==> config.mk <==
export PLATFORM = sky130hd
export DESIGN_NAME = com_bus_arbiter
export DESIGN_NICKNAME = d
export VERILOG_FILES = /design/src/rtl/cache_arb_pkg.sv /design/src/rtl/rr_arbiter.sv /design/src/rtl/com_bus_arbiter.sv
export SDC_FILE = /design/constraint.sdc
export NUM_CORES = 1
export LEC_CHECK = 0
export ABC_AREA = 1
export CORE_ASPECT_RATIO = 0.7
export CORE_MARGIN = 2
export CORE_UTILIZATION = 40
export DETAILED_ROUTE_END_ITERATION = 16
export HOLD_SLACK_MARGIN = 0.08
export PLACE_DENSITY = 0.59
export SETUP_SLACK_MARGIN = 0.1
export SYNTH_ARGS = -nofsm -noshare
export SYNTH_HDL_FRONTEND = slang
export SYNTH_SLANG_ARGS = --single-unit
==> constraint.sdc <==
create_clock -name clk -period 7.8 [get_ports clk]
set_input_delay 1.95 -clock clk [delete_from_list [all_inputs] [get_ports clk]]
set_output_delay 1.95 -clock clk [all_outputs]
set_load 0.005 [all_outputs]
==> src/rtl/cache_arb_pkg.sv <==
// ============================================================================
// Module : cache_arb_pkg
// Brief  : Shared FSM state type and default sizing for the common-bus arbiter.
// Rev    : 1.0  initial release
// ============================================================================
`default_nettype none

package cache_arb_pkg;

    localparam int DEF_CORES    = 4;
    localparam int DEF_MAX_HOLD = 64;

    typedef enum logic [1:0] {
        ST_IDLE      = 2'd0,
        ST_PROC_GNT  = 2'd1,
        ST_SNOOP_GNT = 2'd2
    } arb_state_e;

endpackage

`default_nettype wire

==> src/rtl/rr_arbiter.sv <==
// ============================================================================
// Module : rr_arbiter
// Brief  : Combinational round-robin pick; search starts at ptr_i and wraps.
// Rev    : 1.0  initial release
// ============================================================================
`default_nettype none

module rr_arbiter #(
    parameter int N  = 2,
    parameter int IW = (N > 1) ? $clog2(N) : 1
) (
    input  logic [N-1:0]  req_i,
    input  logic [IW-1:0] ptr_i,
    output logic [N-1:0]  gnt_o,
    output logic [IW-1:0] idx_o,
    output logic          valid_o
);

    localparam logic [IW:0] N_W = (IW+1)'(N);

    logic [IW:0] cand;

    always_comb begin
        gnt_o   = '0;
        idx_o   = '0;
        valid_o = 1'b0;
        cand    = '0;
        for (int i = 0; i < N; i++) begin
            cand = {1'b0, ptr_i} + (IW+1)'(i);
            if (cand >= N_W) begin
                cand = cand - N_W;
            end
            if (!valid_o && req_i[cand[IW-1:0]]) begin
                valid_o               = 1'b1;
                idx_o                 = cand[IW-1:0];
                gnt_o[cand[IW-1:0]]   = 1'b1;
            end
        end
    end

endmodule

`default_nettype wire

==> src/rtl/com_bus_arbiter.sv <==
// ============================================================================
// Module : com_bus_arbiter
// Brief  : Common-bus arbiter: round-robin IL/DL processor grants with nested
//          snoop grants and a processor hold-time watchdog.
// Rev    : 1.0  initial release
// ============================================================================
`default_nettype none

module com_bus_arbiter
    import cache_arb_pkg::*;
#(
    parameter int CORES    = DEF_CORES,
    parameter int NPROC    = 2 * CORES,
    parameter int NSNOOP   = CORES + 1,
    parameter int MAX_HOLD = DEF_MAX_HOLD
) (
    input  logic                     clk,
    input  logic                     rst_n,
    input  logic [NPROC-1:0]         Com_Bus_Req_proc,
    output logic [NPROC-1:0]         Com_Bus_Gnt_proc,
    input  logic [CORES-1:0]         Com_Bus_Req_snoop,
    input  logic                     Mem_snoop_req,
    output logic [CORES-1:0]         Com_Bus_Gnt_snoop,
    output logic                     Mem_snoop_gnt,
    output logic [$clog2(NPROC)-1:0] Gnt_id_proc,
    output logic                     Bus_busy,
    output logic                     Hold_timeout
);

    localparam int PIW = $clog2(NPROC);
    localparam int SIW = $clog2(NSNOOP);
    localparam int HW  = $clog2(MAX_HOLD + 1);
    localparam logic [HW-1:0]  HOLD_MAX  = HW'(MAX_HOLD);
    localparam logic [PIW-1:0] PROC_LAST = PIW'(NPROC - 1);
    localparam logic [SIW-1:0] SNP_LAST  = SIW'(NSNOOP - 1);

    arb_state_e       state_q, state_d;
    logic [NPROC-1:0] gnt_proc_q, gnt_proc_d;
    logic [PIW-1:0]   gnt_id_q, gnt_id_d;
    logic [NSNOOP-1:0] gnt_snoop_q, gnt_snoop_d;
    logic [SIW-1:0]   snoop_id_q, snoop_id_d;
    logic [PIW-1:0]   pptr_q, pptr_d;
    logic [SIW-1:0]   sptr_q, sptr_d;
    logic [HW-1:0]    hold_q, hold_d;
    logic             timeout_q, timeout_d;

    logic [NSNOOP-1:0] snoop_req;
    logic [NPROC-1:0]  proc_win;
    logic [PIW-1:0]    proc_idx;
    logic              proc_valid;
    logic [NSNOOP-1:0] snoop_win;
    logic [SIW-1:0]    snoop_idx;
    logic              snoop_valid;
    logic              cur_req;
    logic              cur_snoop;
    logic [PIW-1:0]    pptr_next;
    logic [SIW-1:0]    sptr_next;

    // Memory is the highest snoop index, above the per-core requests.
    assign snoop_req = {Mem_snoop_req, Com_Bus_Req_snoop};
    assign cur_req   = |(Com_Bus_Req_proc & gnt_proc_q);
    assign cur_snoop = |(snoop_req & gnt_snoop_q);
    assign pptr_next = (gnt_id_q == PROC_LAST) ? '0 : gnt_id_q + 1'b1;
    assign sptr_next = (snoop_id_q == SNP_LAST) ? '0 : snoop_id_q + 1'b1;

    rr_arbiter #(.N(NPROC), .IW(PIW)) u_proc_rr (
        .req_i   (Com_Bus_Req_proc),
        .ptr_i   (pptr_q),
        .gnt_o   (proc_win),
        .idx_o   (proc_idx),
        .valid_o (proc_valid)
    );

    rr_arbiter #(.N(NSNOOP), .IW(SIW)) u_snoop_rr (
        .req_i   (snoop_req),
        .ptr_i   (sptr_q),
        .gnt_o   (snoop_win),
        .idx_o   (snoop_idx),
        .valid_o (snoop_valid)
    );

    always_comb begin
        state_d     = state_q;
        gnt_proc_d  = gnt_proc_q;
        gnt_id_d    = gnt_id_q;
        gnt_snoop_d = gnt_snoop_q;
        snoop_id_d  = snoop_id_q;
        pptr_d      = pptr_q;
        sptr_d      = sptr_q;
        hold_d      = hold_q;
        timeout_d   = timeout_q;
        case (state_q)
            ST_IDLE: begin
                if (proc_valid) begin
                    state_d    = ST_PROC_GNT;
                    gnt_proc_d = proc_win;
                    gnt_id_d   = proc_idx;
                    hold_d     = HW'(1);
                end
            end
            ST_PROC_GNT, ST_SNOOP_GNT: begin
                // A holder still requesting after MAX_HOLD cycles is evicted.
                if (!cur_req || hold_q == HOLD_MAX) begin
                    state_d    = ST_IDLE;
                    gnt_proc_d = '0;
                    gnt_id_d   = '0;
                    hold_d     = '0;
                    pptr_d     = pptr_next;
                    if (cur_req) begin
                        timeout_d = 1'b1;
                    end
                    if (state_q == ST_SNOOP_GNT) begin
                        gnt_snoop_d = '0;
                        snoop_id_d  = '0;
                        sptr_d      = sptr_next;
                    end
                end else begin
                    hold_d = hold_q + 1'b1;
                    if (state_q == ST_PROC_GNT) begin
                        if (snoop_valid) begin
                            state_d     = ST_SNOOP_GNT;
                            gnt_snoop_d = snoop_win;
                            snoop_id_d  = snoop_idx;
                        end
                    end else if (!cur_snoop) begin
                        state_d     = ST_PROC_GNT;
                        gnt_snoop_d = '0;
                        snoop_id_d  = '0;
                        sptr_d      = sptr_next;
                    end
                end
            end
            default: begin
                state_d = ST_IDLE;
            end
        endcase
    end

    always_ff @(posedge clk) begin
        if (!rst_n) begin
            state_q     <= ST_IDLE;
            gnt_proc_q  <= '0;
            gnt_id_q    <= '0;
            gnt_snoop_q <= '0;
            snoop_id_q  <= '0;
            pptr_q      <= '0;
            sptr_q      <= '0;
            hold_q      <= '0;
            timeout_q   <= 1'b0;
        end else begin
            state_q     <= state_d;
            gnt_proc_q  <= gnt_proc_d;
            gnt_id_q    <= gnt_id_d;
            gnt_snoop_q <= gnt_snoop_d;
            snoop_id_q  <= snoop_id_d;
            pptr_q      <= pptr_d;
            sptr_q      <= sptr_d;
            hold_q      <= hold_d;
            timeout_q   <= timeout_d;
        end
    end

    assign Com_Bus_Gnt_proc  = gnt_proc_q;
    assign Gnt_id_proc       = gnt_id_q;
    assign Com_Bus_Gnt_snoop = gnt_snoop_q[CORES-1:0];
    assign Mem_snoop_gnt     = gnt_snoop_q[NSNOOP-1];
    assign Bus_busy          = |gnt_proc_q;
    assign Hold_timeout      = timeout_q;

endmodule

`default_nettype wire

* Word level (Yosys, flattened, before mapping)
Cells that the tools add are included.
** Word-level totals
- Register bits :: 35
- Input port bits :: 15
- Output and inout port bits :: 18
- Word-level logic and storage cells :: 287
** Operators by class
- Add/subtract/negate cells :: 27
- Equal/unequal tests :: 14
- $lt $le $gt $ge :: 39
- Bitwise logic cells :: 13
- Reductions and logical operators :: 50
- Mux-type cells :: 135
** Operators with widths (number)
- 3-bit two-way mux :: 39
- 8-bit two-way mux :: 10
- 8-bit OR :: 7
- 3-bit by 4-bit < comparator with 1-bit output, second input constant :: 13
- 5-bit two-way mux :: 10
- 1-bit binary-select mux with 3-bit select :: 13
- 1-bit demux with 3-bit select :: 13
- 3-bit by 1-bit greater-or-equal comparator with 1-bit output, second input constant :: 13
- 1-bit two-way mux :: 39
- 4-bit greater-or-equal comparator, second input constant :: 7
- 1-bit logical AND :: 24
- 3-bit by 1-bit subtractor with 3-bit output, second input constant :: 8
- 3-bit by 3-bit adder with 4-bit output, second input constant :: 5
- 5-bit OR :: 4
- 3-bit by 2-bit adder with 4-bit output, second input constant :: 4
- 4-bit by 3-bit greater-or-equal comparator with 1-bit output, second input constant :: 4
- 8-bit case mux with 2 select lines :: 1
- 8-bit OR reduction :: 2
- 3-bit subtractor, second input constant :: 5
- 7-bit two-way mux :: 2
- 7-bit case mux with 2 select lines :: 1
- 1-bit zero test :: 12
- 2-bit two-way mux :: 5
- 3-bit AND reduction :: 3
- other kinds (25) :: 34

* Depth between registers and ports, before layout
Gate-level depths: netlist of the first run.
- Depth in word-level cells :: 28
- Mapped depth :: 22
- Gate-level depth less buffers :: 21

* Hierarchy
From an unflattened synthesis of the first run, not the netlist that was laid out.
** Unflattened totals
- Cells, all modules :: 795
- Area total of the unflattened synthesis :: 4669.5 µm²
** By module, submodules not included
- com_bus_arbiter :: cells an instance 259, times used 1, area an instance 1844.3 µm²
- rr_arbiter (u_proc_rr) :: cells an instance 303, times used 1, area an instance 1577.8 µm²
- rr_arbiter (u_snoop_rr) :: cells an instance 233, times used 1, area an instance 1247.4 µm²

* Worst setup path before layout of the first run
OpenSTA, ideal clock, no wires.
- Path type :: input-to-reg
- Start point :: in Com_Bus_Req_proc[2]
- End point :: reg gnt_id_q[1], in the netlist Gnt_id_proc[1]
- Stages on the path :: 16
- Arrival time :: 3478 ps
- Slack :: 4188 ps
- Data required time :: 7666 ps
- Library setup time :: 134 ps
- Cell sequence :: or2_1 o21ai_0 nand2_1 nand3_2 nand2_4 nor2_4 nand2_4 nor2_8 nand2_4 nor2_4 buf_6 nand3_1 nor2_1 nor2_1 nand2_1 a21oi_1
** On the way
- Longest elaborated chain between the ends :: 26
- Elaborated cells on any way between the ends :: 55
- Those cells by class :: eq/ne: 2; mux: 34; bitwise: 1; reduce/logical: 18
** Ends and longest elaborated chain
- start, declared :: RTL line com_bus_arbiter.sv:19 : input logic [NPROC-1:0] Com_Bus_Req_proc,
- 1-bit binary-select mux with 3-bit select :: RTL line rr_arbiter.sv:33 : if (!valid_o && req_i[cand[IW-1:0]]) begin
- 1-bit two-way mux (implied by the code) :: RTL line rr_arbiter.sv:33
- 1-bit two-way mux :: RTL line rr_arbiter.sv:33
- 1-bit zero test :: RTL line rr_arbiter.sv:33
- 1-bit logical AND :: RTL line rr_arbiter.sv:33
- 1-bit two-way mux :: RTL line rr_arbiter.sv:33
- 1-bit zero test :: RTL line rr_arbiter.sv:33
- 1-bit logical AND :: RTL line rr_arbiter.sv:33
- (+10 left out)
- 1-bit zero test :: RTL line rr_arbiter.sv:33
- 1-bit logical AND :: RTL line rr_arbiter.sv:33
- 1-bit two-way mux :: RTL line rr_arbiter.sv:33
- 1-bit zero test :: RTL line rr_arbiter.sv:33
- 1-bit logical AND :: RTL line rr_arbiter.sv:33
- 3-bit two-way mux / 1-bit two-way mux (equally long branches) :: RTL line rr_arbiter.sv:33
- 3-bit two-way mux / 2-bit inequality test (equally long branches)
- 3-bit case mux with 2 select lines / 3-bit AND reduction (equally long branches)
- end signal, assigned :: RTL line com_bus_arbiter.sv:153 : gnt_id_q <= gnt_id_d;
- end, declared :: RTL line com_bus_arbiter.sv:39 : logic [PIW-1:0] gnt_id_q, gnt_id_d;
Several ways; a longest one is shown, not always the timed one. The select of a mux whose other input is x is not followed.
A chain may end at the register's enable or synchronous reset.

* Worst setup path in the final report of the first run
- Start point :: in Com_Bus_Req_proc[6]
- End point :: reg hold_q[5]
** On the way
- Longest elaborated chain between the ends :: 26
- Elaborated cells on any way between the ends :: 46
- Those cells by class :: eq/ne: 1; mux: 26; bitwise: 1; reduce/logical: 18
** Ends and longest elaborated chain
- 1-bit binary-select mux with 3-bit select :: RTL line rr_arbiter.sv:33
- 1-bit two-way mux (implied by the code) :: RTL line rr_arbiter.sv:33
- 1-bit two-way mux :: RTL line rr_arbiter.sv:33
- 1-bit zero test :: RTL line rr_arbiter.sv:33
- 1-bit logical AND :: RTL line rr_arbiter.sv:33
- 1-bit two-way mux :: RTL line rr_arbiter.sv:33
- 1-bit zero test :: RTL line rr_arbiter.sv:33
- 1-bit logical AND :: RTL line rr_arbiter.sv:33
- (+10 left out)
- 1-bit zero test :: RTL line rr_arbiter.sv:33
- 1-bit logical AND :: RTL line rr_arbiter.sv:33
- 1-bit two-way mux :: RTL line rr_arbiter.sv:33
- 1-bit zero test :: RTL line rr_arbiter.sv:33
- 1-bit logical AND :: RTL line rr_arbiter.sv:33
- 1-bit two-way mux :: RTL line rr_arbiter.sv:33
- 2-bit inequality test (no source line)
- 2-bit AND reduction (no source line)
- end signal, assigned :: RTL line com_bus_arbiter.sv:158 : hold_q <= hold_d;
- end, declared :: RTL line com_bus_arbiter.sv:44 : logic [HW-1:0] hold_q, hold_d;
Several ways; a longest one is shown, not always the timed one. The select of a mux whose other input is x is not followed.

==> results.sh, run 1 <==
export IMPL_die_w_um=127
export IMPL_cts_resized=0
export IMPL_grt_pass1_vias=4421
export IMPL_synth_compound_area_share_pct=11.3
export IMPL_route_vias_total=5005
export IMPL_drive_gt1_share_pct=5.30
export IMPL_num_rows=31
export IMPL_ys_ff_latch=35
export IMPL_synth_xor_area_share_pct=1.45
export IMPL_layout_nets=815
export IMPL_critPathCaptureType="flop"
export IMPL_worst_setup_path_type="primary input to flop"
export IMPL_drv_slew=0
export IMPL_grt_max_degree=24
export IMPL_antenna_cells=0
export IMPL_setup_slack_ns=2.97
export IMPL_clk_pin_slew_ns=0.05
export IMPL_wl_um=13900
export IMPL_synth_edf_count=0
export IMPL_period_share_pct=61.9
export IMPL_rsz0062_at_grt="false"
export IMPL_slew_headroom_pct=40.4
export IMPL_firstDrtPassIters=5
export IMPL_grt_pass1_wl_um=22400
export IMPL_clock_sinks=35
export IMPL_cts_made_buffers=5
export IMPL_dieArea_mm2=0.0114
export IMPL_grt_use_total_pct=23.8
export IMPL_start_util_pct=41.0
export IMPL_fin_tns_setup_ns=0
export IMPL_cts_root_buf="clkbuf_16"
export IMPL_antenna_left=0
export IMPL_start_kind="primary input"
export IMPL_synth_ff_type="dfxtp_1"
export IMPL_arrival_ns=4.96
export IMPL_ir_drop_mv=0.192
export IMPL_place_congestion=0.960
export IMPL_insertion_delay_ns=0.28
export IMPL_setup_viol=0
export IMPL_vias_per_cell=5.52
export IMPL_core_area_mm2=0.0103
export IMPL_tightest_slew_ns=0.893
export IMPL_r2r_end="hold_q[5]$_SDFFE_PN0P_"
export IMPL_synth_area_mm2=0.00423
export IMPL_synth_simple_gate_area_share_pct=52.3
export IMPL_critical_path_required_ns=7.93
export IMPL_place_ws_ns=2.56
export IMPL_status="completed"
export IMPL_hold_depth=2
export IMPL_yosys_warnings=0
export IMPL_dp_cells=898
export IMPL_min_from="gnt_snoop_q[1]$_SDFFE_PN0P_"
export IMPL_die_y_um=90.1
export IMPL_whs_ns=0.484
export IMPL_drt_iter0_markers=619
export IMPL_routedWlPerCell_um=15.4
export IMPL_dp_hpwl_um=11000
export IMPL_syn_nets=793
export IMPL_fmax_mhz=207
export IMPL_ioPinCount=33
export IMPL_grt_ovfl_total=0
export IMPL_ys_seq_area_share_pct=16.6
export IMPL_cts_tree="done"
export IMPL_reg2reg_depth=15
export IMPL_final_cells=906
export IMPL_antenna_found_initial=0
export IMPL_postCtsSetupRepairBufs=0
export IMPL_holdBufCountCts=0
export IMPL_port_buffers=32
export IMPL_synth_distinct_cells=40
export IMPL_power_density_mw_per_mm2=498
export IMPL_synthCells=752
export IMPL_final_hold_violation_count=0
export IMPL_reg2reg_from="pptr_q[1]$_SDFFE_PN0P_"
export IMPL_drv_cap=0
export IMPL_synth_area_per_cell_um2=5.63
export IMPL_drc=0
export IMPL_htree_levels=2
export IMPL_synthMuxAreaShare_pct=0
export IMPL_synthAdderAreaFrac_pct=7.86
export IMPL_syn2layout_area_growth_pct=12.6
export IMPL_fin_crit_ns=4.83
export IMPL_min_path_type="flop to flop"
export IMPL_cts_path_max_buffers=2
export IMPL_p_leak_nw=2.20
export IMPL_fin_worst_skew_ns=0.00688
export IMPL_holdPathEnd="gnt_snoop_q[1]$_SDFFE_PN0P_"
export IMPL_r2r_slack_ns=3.11
export IMPL_async_reset_ff_share_pct=0
export IMPL_synth_top_family_by_area="simple AND/OR/NAND/NOR gates"
export IMPL_fin_util_pct=46.2
export IMPL_cp_max_fo=20
## metrics by stage
stage,total power [mW],cell area [um^2]
final,2.37,4760
after floorplan,1.66,4230
after global placement,2.11,4620
after CTS,2.32,4760
after detailed placement,2.12,4620
after global routing,2.61,4760
## worst max path at each step
stage	end	start	cells after the start
global route	Com_Bus_Gnt_proc[0]$_SDFFE_PN0P_	Com_Bus_Req_proc[6]	13
detailed placement	hold_q[5]$_SDFFE_PN0P_	Com_Bus_Req_proc[2]	14
finish	hold_q[5]$_SDFFE_PN0P_	Com_Bus_Req_proc[6]	14
global placement	hold_q[1]$_SDFFE_PN0P_	Com_Bus_Req_proc[2]	13
floorplan	Gnt_id_proc[1]$_SDFFE_PN0P_	Com_Bus_Req_proc[2]	16
CTS	hold_q[5]$_SDFFE_PN0P_	Com_Bus_Req_proc[2]	14
## where the power goes
group	leakage, nW	internal (mW)	switching (mW)
combinational	1.85	0.544	1.35
clock	0.0727	0.125	0.0734
sequential	0.284	0.221	0.0595
## final cells by class
class,instances,area [um^2]
flip-flops and latches,35,701
multi-input cells,610,3090
fillers,1077,5550
clock inverters,1,5.00
repair buffers,35,340
clock buffers,6,139
inverters,87,327
well taps,132,165
## cell usage after synthesis (all sizes together) (4+ instances only)
cell    instances  area, um^2
nand2         222         863
nand3         110         571
nor2           98         414
inv            84         315
o21ai          36         203
dfxtp          35         701
a21oi          33         169
nor3           27         135
ha             25         313
nand4          24         150
buf            10        80.1
clkbuf         10        37.5
and2            4        25.0
nor4            4        25.0
o211ai          4        30.0
or2             4        25.0
xor2            4        35.0
## cell usage in the layout (no fill, tap or decap), types with 24 or more instances in the layout
| master | instances |
|---|---|
| nand2_1 | 216 |
| nor3_1 | 27 |
| nand4_1 | 24 |
| o21ai_0 | 28 |
| a21oi_1 | 32 |
| nand3_1 | 106 |
| dfxtp_1 | 35 |
| ha_1 | 25 |
| inv_1 | 75 |
| clkdlybuf4s50_1 | 32 |
| nor2_1 | 91 |
## critical path: stages
cell and delay [ns]:
clkdlybuf4s50_1 0.46, nand2_1 0.09, and2_1 0.19, nand2_1 0.10
nand2_1 0.09, nor2_1 0.05, a21oi_1 0.70, inv_1 0.23
nor2_4 0.42, nand3_2 0.20, nand2_2 0.20, inv_2 0.10
nand4_1 0.09, a21oi_1 0.08
## metal layers
metal / vias up / track usage [%] / wire, um
li1: 2512 / - / -
met1: 2254 / 39.1 / 7280
met2: 225 / 31.5 / 5140
met3: 14 / 4.23 / 1350
met4: 0 / 3.85 / 155
met5: - / 0 / 0
## registers in the layout, summed over array words and instances (netlist names)
| signal | flops |
|---|---|
| gnt_snoop_q | 5 |
| Hold_timeout | 1 |
| Gnt_id_proc | 3 |
| pptr_q | 3 |
| Com_Bus_Gnt_proc | 8 |
| state_q | 2 |
| sptr_q | 3 |
| snoop_id_q | 3 |
| hold_q | 7 |
## logic make-up (layout without fill, tap and decap cells)
family | Yosys count | after routing
adders and majority gates | 26 | 26
buffers and inverters | 107 | 129
and+or+nand+nor | 494 | 494
AOI/OAI and AO/OA | 83 | 83
DFF | 35 | 35
xor gates and xnor gates | 7 | 7
Note: power is estimated with default switching activity, not from simulation.
==> run 2: changes to the inputs <==
PLACE_DENSITY = 0.61   (was 0.59)
clock period = 4.4 ns   (was 7.8 ns; I/O delays follow)
==> run 2 against run 1 <==
  * Sequential cell count stayed put
  * Critical path depth stayed put
  * Combinational power is 83% higher
  * Sequential share of layout area is 0.37 points lower
  * Largest cell class unchanged
==> results.sh, run 2 (synthesis gave the netlist of run 1 again) <==
export IMPL_cp_max_fo=12
export IMPL_place_congestion=0.917
export IMPL_grt_max_degree=24
export IMPL_slew_headroom_pct=44.5
export IMPL_syn2layout_area_growth_pct=15.5
export IMPL_ir_drop_mv=0.546
export IMPL_reg2reg_depth=15
export IMPL_antenna_found_initial=0
export IMPL_grt_use_total_pct=24.4
export IMPL_pwr_share_seq_pct=11.2
export IMPL_pwr_share_clk_pct=9.6
export IMPL_power_frac_comb_pct=79.3
export IMPL_switching_share_pct=60.9
export IMPL_cts_resized=0
export IMPL_htree_levels=2
export IMPL_final_hold_violation_count=0
export IMPL_tightest_slew_ns=0.832
export IMPL_drive_gt1_share_pct=6.86
export IMPL_start_util_pct=41.0
export IMPL_insertion_delay_ns=0.28
export IMPL_period_share_pct=83.3
export IMPL_whs_ns=0.482
export IMPL_cp_startpoint="Com_Bus_Req_proc[5]"
export IMPL_status="completed"
export IMPL_drc=0
export IMPL_r2r_slack_ns=0.97
export IMPL_rsz0062_at_grt="false"
export IMPL_dp_cells=911
export IMPL_start_kind="primary input"
export IMPL_core_area_mm2=0.0103
export IMPL_slowest_stage="a21oi_1"
export IMPL_fin_worst_skew_ns=0.00461
export IMPL_p_int_mw=1.72
export IMPL_critical_path_required_ns=4.60
export IMPL_final_cell_mix="nand2_1, nand3_1, nor2_1, inv_1, dfxtp_1"
export IMPL_cp_top_family="simple AND/OR/NAND/NOR gates"
export IMPL_routedWlPerCell_um=15.2
export IMPL_crit_buf_inv=3
export IMPL_layout_nets=827
export IMPL_dp_hpwl_um=11100
export IMPL_min_path_type="flop to flop"
export IMPL_slowest_delay_ns=0.65
export IMPL_reg2reg_from="pptr_q[1]$_SDFFE_PN0P_"
export IMPL_power_density_mw_per_mm2=899
export IMPL_p_leak_nw=2.28
export IMPL_port_buffers=32
export IMPL_cp_depth=14
export IMPL_vias_per_cell=5.50
export IMPL_firstDrtPassIters=5
export IMPL_critPathCaptureType="flop"
export IMPL_num_rows=31
export IMPL_endpoint="Com_Bus_Gnt_proc[6]$_SDFFE_PN0P_"
export IMPL_wl_um=14000
export IMPL_antenna_left=0
export IMPL_switchingPower_mw=2.67
export IMPL_antenna_cells=0
export IMPL_hold_depth=2
export IMPL_drt_iter0_markers=678
export IMPL_worst_setup_path_type="primary input to flop"
export IMPL_postCtsSetupRepairBufs=0
export IMPL_dieArea_mm2=0.0114
export IMPL_fin_tns_setup_ns=0
export IMPL_cts_tree="done"
export IMPL_arrival_ns=3.87
export IMPL_clock_sinks=35
export IMPL_holdBufCountCts=0
export IMPL_cts_root_buf="clkbuf_16"
export IMPL_route_vias_total=5057
export IMPL_worstPathCellList="clkdlybuf4s50_1, or2_1, o21ai_2, nand2_1, nand2_1, nor2_1, a21oi_1, inv_1, nor2_4, buf_4, nand4_1, nand3_1, nand2_1, a21oi_1"
export IMPL_ioPinCount=33
export IMPL_drv_cap=0
export IMPL_layout_commonest_cell="nand2_1"
export IMPL_die_y_um=90.1
export IMPL_drv_slew=0
export IMPL_r2r_end="Com_Bus_Gnt_proc[6]$_SDFFE_PN0P_"
export IMPL_grt_pass1_vias=4630
export IMPL_fin_util_pct=47.4
export IMPL_cpMostUsedCell="nand2_1"
export IMPL_clk_pin_slew_ns=0.05
export IMPL_cts_made_buffers=5
export IMPL_cts_path_max_buffers=2
export IMPL_grt_ovfl_total=0
export IMPL_fmax_mhz=273
export IMPL_largest_reg_flops=8
export IMPL_grt_pass1_wl_um=23000
export IMPL_die_w_um=127
export IMPL_setup_viol=0
export IMPL_final_cells=919
export IMPL_fin_crit_ns=3.66
run 2: cell types whose count changed in the layout (fill, tap and decap cells not counted):
cell       change
buf_2          -1
buf_4         +13
bufinv_16      +1
run 2: final cells by class:
| type | count | area [um^2] |
|---|---|---|
| tap | 132 | 165 |
| timing repair buffer | 47 | 433 |
| clock buffer | 6 | 139 |
| sequential | 35 | 701 |
| multi-input combinational | 610 | 3090 |
| inverter | 87 | 327 |
| clock inverter | 2 | 35.0 |
| fill | 1084 | 5430 |
run 2: how the worst min path moves through the flow:
| stage | start | end | slack, ns |
|---|---|---|---|
| global placement | Hold_timeout$_SDFFE_PN0P_ | Hold_timeout$_SDFFE_PN0P_ | 0.46 |
| finish | gnt_snoop_q[0]$_SDFFE_PN0P_ | gnt_snoop_q[0]$_SDFFE_PN0P_ | 0.48 |
| floorplan | Hold_timeout$_SDFFE_PN0P_ | Hold_timeout$_SDFFE_PN0P_ | 0.46 |
| detailed placement | Hold_timeout$_SDFFE_PN0P_ | Hold_timeout$_SDFFE_PN0P_ | 0.47 |
| global route | gnt_snoop_q[4]$_SDFFE_PN0P_ | gnt_snoop_q[4]$_SDFFE_PN0P_ | 0.50 |
| CTS | gnt_snoop_q[0]$_SDFFE_PN0P_ | gnt_snoop_q[0]$_SDFFE_PN0P_ | 0.49 |
run 2: power groups by stage:
| stage | sequential (mW) | clock [mW] | combinational, mW |
|---|---|---|---|
| final | 0.490 | 0.420 | 3.48 |
| after global routing | 0.500 | 0.438 | 3.85 |
| after CTS | 0.488 | 0.424 | 3.39 |
| after detailed placement | 0.494 | 0 | 3.38 |
| after global placement | 0.494 | 0 | 3.31 |
| after floorplan | 0.466 | 0 | 2.48 |
run 2: layer usage:
layer | part of all wire (%) | vias to the layer above | wire, um | GRT usage [%]
li1 | - | 2536 | - | -
met1 | 51 | 2292 | 7080 | 38.3
met2 | 40 | 215 | 5640 | 34.6
met3 | 7.9 | 14 | 1110 | 4.40
met4 | 0.88 | 0 | 123 | 3.94
met5 | 0 | - | 0 | 0
run 2: stage by stage:
stage	power, mW	area (um^2)	setup slack (ns)
final	4.39	4890	0.735
after global placement	3.80	4710	0.577
after detailed placement	3.87	4710	0.494
after floorplan	2.95	4230	1.64
after CTS	4.31	4890	0.782
after global routing	4.79	4890	0.345
run 2: worst reg2reg max path, cell delays in order (launching register included):
cell      delay [ns]
dfxtp_1         0.58
inv_1           0.12
ha_1            0.31
clkinv_1        0.09
buf_4           0.23
nand2_1         0.10
nand2_1         0.06
nor2_1          0.05
a21oi_1         0.65
inv_1           0.20
nor2_4          0.25
buf_4           0.21
nand4_1         0.09
nand3_1         0.18
nand2_1         0.09
a21oi_1         0.12
==> run 3: changes to the inputs <==
PLACE_DENSITY = 0.59   (was 0.61)
clock period = 3.8 ns   (was 4.4 ns; I/O delays follow)
==> run 3 against run 2 <==
  * Register-to-register slack worse by 0.45 ns
  * Critical path depth is 2 higher
  * Design area is 0.38% higher
  * Sequential power is 13% higher
  * Highest routed layer unchanged
==> results.sh, run 3 (synthesis gave the netlist of run 1 again) <==
export IMPL_status="completed"
export IMPL_port_buffers=32
export IMPL_critical_path_required_ns=3.93
export IMPL_ir_drop_mv=0.333
export IMPL_worst_setup_path_type="primary input to flop"
export IMPL_largest_reg_flops=8
export IMPL_htree_levels=2
export IMPL_routedWlPerCell_um=15.6
export IMPL_antenna_left=0
export IMPL_drive_gt1_share_pct=7.22
export IMPL_final_hold_violation_count=0
export IMPL_grt_pass1_vias=4425
export IMPL_drv_slew=0
export IMPL_grt_ovfl_total=0
export IMPL_antenna_found_initial=0
export IMPL_place_congestion=0.980
export IMPL_min_from="Hold_timeout$_SDFFE_PN0P_"
export IMPL_tightest_slew_ns=0.802
export IMPL_layout_commonest_cell="nand2_1"
export IMPL_die_w_um=127
export IMPL_clk_pin_slew_ns=0.06
export IMPL_reg2reg_from="sptr_q[1]$_SDFFE_PN0P_"
export IMPL_clock_sinks=35
export IMPL_layout_nets=830
export IMPL_holdBufCountCts=0
export IMPL_insertion_delay_ns=0.28
export IMPL_firstDrtPassIters=5
export IMPL_slew_headroom_pct=46.5
export IMPL_cts_root_buf="clkbuf_16"
export IMPL_num_rows=31
export IMPL_wl_um=14400
export IMPL_grt_max_degree=24
export IMPL_critPathCaptureType="flop"
export IMPL_fin_worst_skew_ns=0.00345
export IMPL_min_path_type="flop to flop"
export IMPL_grt_pass1_wl_um=23000
export IMPL_cp_startpoint="Com_Bus_Req_proc[2]"
export IMPL_whs_ns=0.484
export IMPL_die_y_um=90.1
export IMPL_setup_viol=0
export IMPL_cts_path_max_buffers=2
export IMPL_power_density_mw_per_mm2=1040
export IMPL_core_area_mm2=0.0103
export IMPL_route_vias_total=5026
export IMPL_dp_hpwl_um=11400
export IMPL_start_util_pct=41.0
export IMPL_p_leak_nw=2.28
export IMPL_fin_tns_setup_ns=0
export IMPL_drv_cap=0
export IMPL_ioPinCount=33
export IMPL_rsz0062_at_grt="false"
export IMPL_vias_per_cell=5.45
export IMPL_cts_tree="done"
export IMPL_grt_use_total_pct=24.7
export IMPL_final_cell_mix="nand2_1, nand3_1, nor2_1, inv_1, dfxtp_1"
export IMPL_drc=0
export IMPL_drt_iter0_markers=593
export IMPL_antenna_cells=0
export IMPL_dieArea_mm2=0.0114
export IMPL_cp_max_fo=12
export IMPL_start_kind="primary input"
export IMPL_period_share_pct=89.9
export IMPL_arrival_ns=3.54
export IMPL_fmax_mhz=293
export IMPL_cts_made_buffers=5
export IMPL_fin_crit_ns=3.42
export IMPL_syn2layout_area_growth_pct=15.9
## run 3: routing by layer
| layer | share of wire, % | GRT usage, % | vias to the layer above | routed length (um) |
|---|---|---|---|---|
| met5 | 0 | 0 | - | 0 |
| met1 | 51 | 40.9 | 2256 | 7400 |
| met2 | 38 | 33.8 | 225 | 5480 |
| met3 | 10 | 3.69 | 4 | 1470 |
| met4 | 0.15 | 2.47 | 0 | 22 |
| li1 | - | - | 2541 | - |
## run 3: layout make-up
cell class                 instances  area (um^2)
clock buffer                       7          143
clock inverter                     1         8.76
fill                            1097         5410
inverter                          87          327
multi-input combinational        610         3100
sequential                        35          701
tap                              132          165
timing repair buffer              50          459
## run 3: power breakdown
group          leakage (nW)  internal (mW)  switching [mW]  total, mW
clock network        0.0741          0.262           0.157      0.420
registers             0.284          0.453           0.103      0.555
logic                  1.92           1.25            2.89       4.14
## run 3: final timing paths
check,endpoint,slack (ns),depth (start not counted)
max,Com_Bus_Gnt_proc[5]$_SDFFE_PN0P_,0.38,16
min,Hold_timeout$_SDFFE_PN0P_,0.48,2
max reg2reg,snoop_id_q[0]$_SDFFE_PN0P_,0.52,18
min reg2reg,Hold_timeout$_SDFFE_PN0P_,0.48,2
## run 3: metrics by stage
stage	area, um^2	util [%]	power (mW)	instances	setup slack (ns)
6_report	4910	47.6	5.11	922	0.385
5_1_grt	4910	47.6	5.59	922	0.179
4_1_cts	4860	47.2	4.97	919	0.380
3_5_place_dp	4710	45.7	4.52	911	0.113
3_3_place_gp	4710	45.7	4.52	911	0.153
2_1_floorplan	4230	-	3.41	752	1.04
## run 3: what timing repair did
item	CTS	global route
endpoints found under the setup margin	0	4
gates resized for setup	0	4
setup buffers	0	3
hold endpoints to repair	0	0
## run 3: critical path, stage by stage
cell	delay [ns]
clkdlybuf4s50_1	0.52
or2_1	0.25
o21ai_0	0.14
nand2_1	0.15
nand3_2	0.13
nand2_4	0.12
nor2_4	0.15
nand2_4	0.09
nor2_8	0.15
nand2_4	0.14
nor2_4	0.14
nand3_2	0.19
nand2_2	0.15
inv_2	0.09
nand2_1	0.11
a21oi_1	0.07
